**config.mk**
```make
export PLATFORM = sky130hd
export DESIGN_NAME = zdraw_scheduler
export DESIGN_NICKNAME = d
export VERILOG_FILES = /design/src/rtl/zdraw_scheduler.sv
export SDC_FILE = /design/constraint.sdc
export NUM_CORES = 1
export LEC_CHECK = 0
export CORE_MARGIN = 2
export CORE_UTILIZATION = 43
export CTS_CLUSTER_DIAMETER = 50
export DETAILED_ROUTE_END_ITERATION = 6
export PLACE_DENSITY_LB_ADDON = 0.05
export SLEW_MARGIN = 10
export SYNTH_ARGS = -nofsm -noshare
export SYNTH_HDL_FRONTEND = slang
export SYNTH_SLANG_ARGS = --single-unit
export TNS_END_PERCENT = 50
```
**constraint.sdc**
```tcl
create_clock -name clk -period 7.2 [get_ports clk]
set_input_delay 1.44 -clock clk [delete_from_list [all_inputs] [get_ports clk]]
set_output_delay 1.44 -clock clk [all_outputs]
set_load 0.01 [all_outputs]
```
**src/rtl/zdraw_scheduler.sv**
```systemverilog
// Draw-core sequencer/arbiter: power-on draw list, then prioritised redraws.
// Optional draw-done watchdog is compiled in with `define ZDRAW_SCHED_WDOG_EN.
module zdraw_scheduler #(
  parameter int unsigned REFRESH_DIV = 5_000_000,
  parameter logic [15:0] BG_COLOR    = 16'h0000,
  parameter int unsigned WDOG_CYCLES = 2_000_000
) (
  input  logic        clk,
  input  logic        rst,
  input  logic        en,
  input  logic [1:0]  iMode,
  input  logic        iData_Update,
  input  logic [31:0] iPulse_Counter,
  input  logic [31:0] iPulseCounter_Accumulated,
  output logic        oCore_En,
  output logic [3:0]  oCore_Cmd,
  output logic [31:0] oCore_Data1,
  input  logic        iCore_Done,
  output logic        oBusy,
  output logic        oInit_Done,
  output logic        oWdog_Err
);
  localparam int TW = (REFRESH_DIV > 1) ? $clog2(REFRESH_DIV) : 1;
  localparam int F_ACC = 0, F_WAVE = 1, F_RTC = 2, F_MODE = 3, F_PULSE = 4;

  typedef enum logic [2:0] {
    S_START, S_INIT_ISSUE, S_INIT_WAIT, S_IDLE, S_ISSUE, S_WAIT, S_GAP
  } state_t;

  state_t        state_q, state_d;
  logic          core_en_q, core_en_d;
  logic [3:0]    cmd_q, cmd_d;
  logic [31:0]   data_q, data_d;
  logic          init_done_q, init_done_d;
  logic [1:0]    step_q, step_d;
  logic [4:0]    pend_q, pend_d, pset, sel;
  logic [31:0]   shadow_q, shadow_d;
  logic [1:0]    mode_q, mode_d;
  logic [TW-1:0] timer_q, timer_d;
  logic          done_seen_q, done_seen_d;
  logic          run, tick, issuing, init_end, done_now, wdog_to;
  logic [3:0]    icmd;
  logic [31:0]   idata;

  assign done_now = core_en_q && (iCore_Done || done_seen_q);
  assign issuing  = en && (state_q == S_IDLE) && (|pend_q);
  assign init_end = en && (state_q == S_GAP) && !init_done_q && (step_q == 2'd3);

  // Refresh timer only runs once the power-on list is finished.
  assign run  = en && init_done_q && (state_q inside {S_IDLE, S_ISSUE, S_WAIT, S_GAP});
  assign tick = run && (timer_q == TW'(REFRESH_DIV - 1));
  assign timer_d = run ? (tick ? '0 : timer_q + TW'(1)) : timer_q;

  always_comb begin
    sel = '0;
    if      (pend_q[F_PULSE]) sel[F_PULSE] = 1'b1;
    else if (pend_q[F_MODE])  sel[F_MODE]  = 1'b1;
    else if (pend_q[F_RTC])   sel[F_RTC]   = 1'b1;
    else if (pend_q[F_WAVE])  sel[F_WAVE]  = 1'b1;
    else if (pend_q[F_ACC])   sel[F_ACC]   = 1'b1;
  end

  // Set wins over clear; MODE compares against the mode being issued this edge.
  always_comb begin
    pset          = '0;
    pset[F_PULSE] = iData_Update;
    pset[F_MODE]  = (iMode != mode_q) && !(issuing && sel[F_MODE]);
    pset[F_RTC]   = tick;
    pset[F_WAVE]  = tick;
    pset[F_ACC]   = tick;
    pend_d        = (pend_q & ~(issuing ? sel : 5'b0)) | pset;
    if (init_end) pend_d[F_MODE] = 1'b1;
  end

  assign shadow_d = iData_Update ? iPulse_Counter : shadow_q;

  always_comb begin
    icmd  = 4'd4;
    idata = 32'h0;
    case (step_q)
      2'd0:    begin icmd = 4'd0; idata = {16'h0, BG_COLOR}; end
      2'd1:    icmd = 4'd1;
      default: icmd = 4'd4;
    endcase
  end

  always_comb begin
    state_d     = state_q;
    core_en_d   = core_en_q;
    cmd_d       = cmd_q;
    data_d      = data_q;
    step_d      = step_q;
    init_done_d = init_done_q;
    mode_d      = mode_q;
    done_seen_d = done_seen_q | (core_en_q & iCore_Done);
    if (en) begin
      case (state_q)
        S_START: begin
          state_d   = S_INIT_ISSUE;
          core_en_d = 1'b1;
          cmd_d     = icmd;
          data_d    = idata;
        end
        S_INIT_ISSUE, S_INIT_WAIT, S_ISSUE, S_WAIT: begin
          if (done_now || wdog_to) begin
            state_d     = S_GAP;
            core_en_d   = 1'b0;
            done_seen_d = 1'b0;
            if (!init_done_q) step_d = step_q + 2'd1;
          end else if (state_q == S_INIT_ISSUE) begin
            state_d = S_INIT_WAIT;
          end else if (state_q == S_ISSUE) begin
            state_d = S_WAIT;
          end
        end
        S_GAP: begin
          if (init_done_q || init_end) begin
            state_d     = S_IDLE;
            init_done_d = 1'b1;
          end else begin
            state_d   = S_INIT_ISSUE;
            core_en_d = 1'b1;
            cmd_d     = icmd;
            data_d    = idata;
          end
        end
        S_IDLE: begin
          if (issuing) begin
            state_d   = S_ISSUE;
            core_en_d = 1'b1;
            data_d    = 32'h0;
            if (sel[F_PULSE]) begin
              cmd_d  = 4'd5;
              data_d = shadow_q;
            end else if (sel[F_MODE]) begin
              cmd_d  = 4'd7;
              data_d = {30'h0, iMode};
              mode_d = iMode;
            end else if (sel[F_RTC]) begin
              cmd_d = 4'd2;
            end else if (sel[F_WAVE]) begin
              cmd_d = 4'd3;
            end else begin
              cmd_d  = 4'd8;
              data_d = iPulseCounter_Accumulated;
            end
          end
        end
        default: state_d = S_START;
      endcase
    end
  end

  always_ff @(posedge clk or posedge rst) begin
    if (rst) begin
      state_q     <= S_START;
      core_en_q   <= 1'b0;
      cmd_q       <= '0;
      data_q      <= '0;
      init_done_q <= 1'b0;
      step_q      <= '0;
      pend_q      <= '0;
      shadow_q    <= '0;
      mode_q      <= '0;
      timer_q     <= '0;
      done_seen_q <= 1'b0;
    end else begin
      state_q     <= state_d;
      core_en_q   <= core_en_d;
      cmd_q       <= cmd_d;
      data_q      <= data_d;
      init_done_q <= init_done_d;
      step_q      <= step_d;
      pend_q      <= pend_d;
      shadow_q    <= shadow_d;
      mode_q      <= mode_d;
      timer_q     <= timer_d;
      done_seen_q <= done_seen_d;
    end
  end

`ifdef ZDRAW_SCHED_WDOG_EN
  localparam int WW = $clog2(WDOG_CYCLES + 1);
  logic [WW-1:0] wdog_q, wdog_d;
  logic          werr_q;
  logic          waiting;

  assign waiting = (state_q == S_WAIT) || (state_q == S_INIT_WAIT);
  assign wdog_to = en && waiting && (wdog_q == WW'(WDOG_CYCLES - 1));

  always_comb begin
    wdog_d = wdog_q;
    if (en) wdog_d = (waiting && !wdog_to) ? wdog_q + WW'(1) : '0;
  end

  always_ff @(posedge clk or posedge rst) begin
    if (rst) begin
      wdog_q <= '0;
      werr_q <= 1'b0;
    end else begin
      wdog_q <= wdog_d;
      werr_q <= werr_q | wdog_to;
    end
  end

  assign oWdog_Err = werr_q;
`else
  logic unused_wdog;
  assign unused_wdog = (WDOG_CYCLES == 0);
  assign wdog_to     = 1'b0;
  assign oWdog_Err   = 1'b0;
`endif

  assign oCore_En    = core_en_q;
  assign oCore_Cmd   = cmd_q;
  assign oCore_Data1 = data_q;
  assign oBusy       = (state_q == S_ISSUE) || (state_q == S_WAIT);
  assign oInit_Done  = init_done_q;
endmodule

```
==> run metrics <==
P&R area growth vs syn=30.8%; TritonCTS clock tree=done; post-detailed-route count of antenna-violating nets=0; Max Slew Vio Count=0; # setup viols final=0; Cell variety after synth=66; antenna cells=0; Seq cells post-synth=106; Placeable Area=0.0114 mm2; post-CTS setup buffer count=0; post-DR wirelength/cell=16.5 um; Vias/cell=roughly 5.4; maxcap violations=0; Initial Utilization=44.1%; DP HPWL=approximately 8000 um; Setup TNS Final=0 ns; Worst Setup End Kind=register; Synth Area per Inst=11.0 um2; Vert. Die Dim=112 um; RSZ-0062 raised after global routing=no; fin nets=637; CTS resizes=0; fin area=0.00658 mm2; GR Overflow Total=0; final worst slack=around 3.9 ns; Fillers=between 1000 and 1500; synthesized area=~0.0050 mm2; CTS max path bufs=2; Site Rows=39; ys flop type=dfrtp_1; WP data arrival=3.60 ns; skew final=0.00940 ns; die area=0.0126 mm2; DRC=0; Post-Route WL=roughly 12000 um; Initial DRT Pass Iterations=5; vias in the first global route=3945; EDFF count, synth=0; share of layout cells above drive strength 1=14.0%; worst slack at placement=3.51 ns; PortBufs=about 110; status=completed; static leakage=2.73 nW; Clk pin slew, worst setup/hold paths=0.07 ns; global-route wire length before repair=19800 um; Max transition margin=approximately two fifths; DR iter-0 viols=204; Max Clk Rate=300 MHz; dpl cell area=slightly above 0.006 mm2; Worst VDD drop=0.000191 V; Post-Syn Nets=approximately 540; worst hold stages=1; pin count of the biggest net entering global routing=58; Register-to-Register Path Depth=4; CTS Buf Count=9; Tmin final=3.33 ns; RePlAce Congestion=0.828; Clock Latency Late Sink=about 0.35 ns; Fin. Hold Viols=0; H-tree depth=3; Min-Delay Path Class=reg -> reg; Root Driver=clkbuf_16; final worst-path cycle share=a little under half; synth warn=0; Yosys top cell area share=~53%; Total GRT Usage=19.6%; ranking of synthesized cells by area=dfrtp_1 53%, mux2_2 8.3%, o21ai_0 4.5%; sequential area share after synthesis=52.7%; Post-synth ARST share=100%; power per cell area=294 mW/mm2; Mapped Cells=459; initial antenna violation count=0; Slew @ Worst Pin=about 0.87 ns; die width=112 um; io pins=between 100 and 150; required time worst endpoint=7.46 ns; Crit Path Class=in -> reg; CTS sink count=about 110; Vias=3846; CP startpoint kind=input pin; worst-path fanout max=29; Synth area leader=dfrtp_1; cts hold-fix bufs=0
==> report_power, final <==
part           switching [mW]  leakage [nW]  internal (mW)
logic                   0.261          1.22          0.290
registers               0.111          1.34          0.705
clock network           0.224         0.170          0.345
total                   0.596          2.73           1.34
==> per-layer routing <==
metal	wire length (um)	share of wire, %	track usage [%]	vias to the layer above
li1	-	-	-	1855
met1	5230	45	26.5	1870
met2	5510	47	30.6	104
met3	645	5.5	4.59	17
met4	293	2.5	8.37	0
met5	0	0	0	-
==> final cells by class <==
cell class | instances | area (um2) | share of cell area, %
clock buffers | 10 | 229 | 3.48
clock inverters | 6 | 119 | 1.81
inverters | 39 | 149 | 2.26
multi-input cells | 290 | 2120 | 32.2
flip-flops and latches | 106 | 2650 | 40.3
well taps | 143 | 179 | 2.72
repair buffers | 115 | 1140 | 17.3
==> synthesized netlist by cell type, types with 3 or more instances <==
cell type / instances
and2_1: 4
a31oi_1: 3
xor2_1: 7
a21o_1: 5
nand2_1: 25
or3_1: 4
nor4_1: 4
and3_1: 3
a21oi_1: 14
buf_4: 4
dfrtp_1: 106
nand4_1: 8
or4_1: 3
nor2_1: 9
a22o_1: 5
o21ai_0: 45
ha_1: 5
nand3_1: 10
buf_2: 7
nor3_1: 6
o31ai_1: 3
and4_1: 3
xnor2_1: 10
nand2b_1: 6
a22oi_1: 29
inv_1: 38
mux2_2: 37
clkbuf_1: 10
==> registers in the layout, indices dropped and copies added, names as in the netlist, 2 cells and up <==
| signal | flops |
|---|---|
| mode_q | 2 |
| oCore_Cmd | 4 |
| oCore_Data1 | 32 |
| pend_q | 5 |
| shadow_q | 32 |
| state_q | 3 |
| step_q | 2 |
| timer_q | 23 |
==> critical path: stages <==
cell and delay (ns):
clkdlybuf4s50_1 0.78, nand4b_1 0.33, a2111oi_4 0.39, buf_4 0.39, a22oi_1 0.14, o21ai_0 0.10
==> placed cells by master, fill, tap and decap left out, types with 9 or more instances in the layout <==
master and n:
inv_1 37, clkdlybuf4s50_1 109, xnor2_1 10, clkbuf_16 9, nand3_1 10, nor2_1 9
mux2_2 37, o21ai_0 45, a22oi_1 29, a21oi_1 14, dfrtp_1 106, nand2_1 25
==> final timing paths <==
check	start	to	slack (ns)
setup / recovery	en	oCore_Data1[4]$_DFFE_PP0P_	3.87
hold / removal	timer_q[17]$_DFFE_PP0P_	timer_q[17]$_DFFE_PP0P_	0.49
setup reg to reg	pend_q[4]$_DFF_PP0_	oCore_Data1[3]$_DFFE_PP0P_	4.98
hold reg to reg	timer_q[17]$_DFFE_PP0P_	timer_q[17]$_DFFE_PP0P_	0.49
max in group asynchronous	rst	shadow_q[4]$_DFFE_PP0P_	4.53
min in group asynchronous	rst	oCore_Data1[31]$_DFFE_PP0P_	1.53
==> kinds of logic (layout without fill, tap and decap cells) <==
family	count (synthesis)	in the layout	share of synthesized area, %
adders and majority gates	5	5	1.24
muxes	37	37	8.28
AOI/OAI and AO/OA	126	126	17.4
DFF	106	106	52.7
and+or+nand+nor	104	104	11.8
other	1	1	0.0745
buffers and inverters	63	170	5.49
xor gates and xnor gates	17	17	2.96
==> per-stage QoR <==
stage | cells | hold WS, ns | utilization [%] | total power [mW]
2_1_floorplan | 459 | 0.457 | - | 1.14
3_3_place_gp | 693 | 0.475 | 54.6 | 1.37
3_5_place_dp | 693 | 0.484 | 54.6 | 1.39
4_1_cts | 709 | 0.498 | 57.6 | 1.96
5_1_grt | 709 | 0.520 | 57.6 | 2.06
6_report | 709 | 0.494 | 57.6 | 1.94
(Power assumes the default switching activity.)
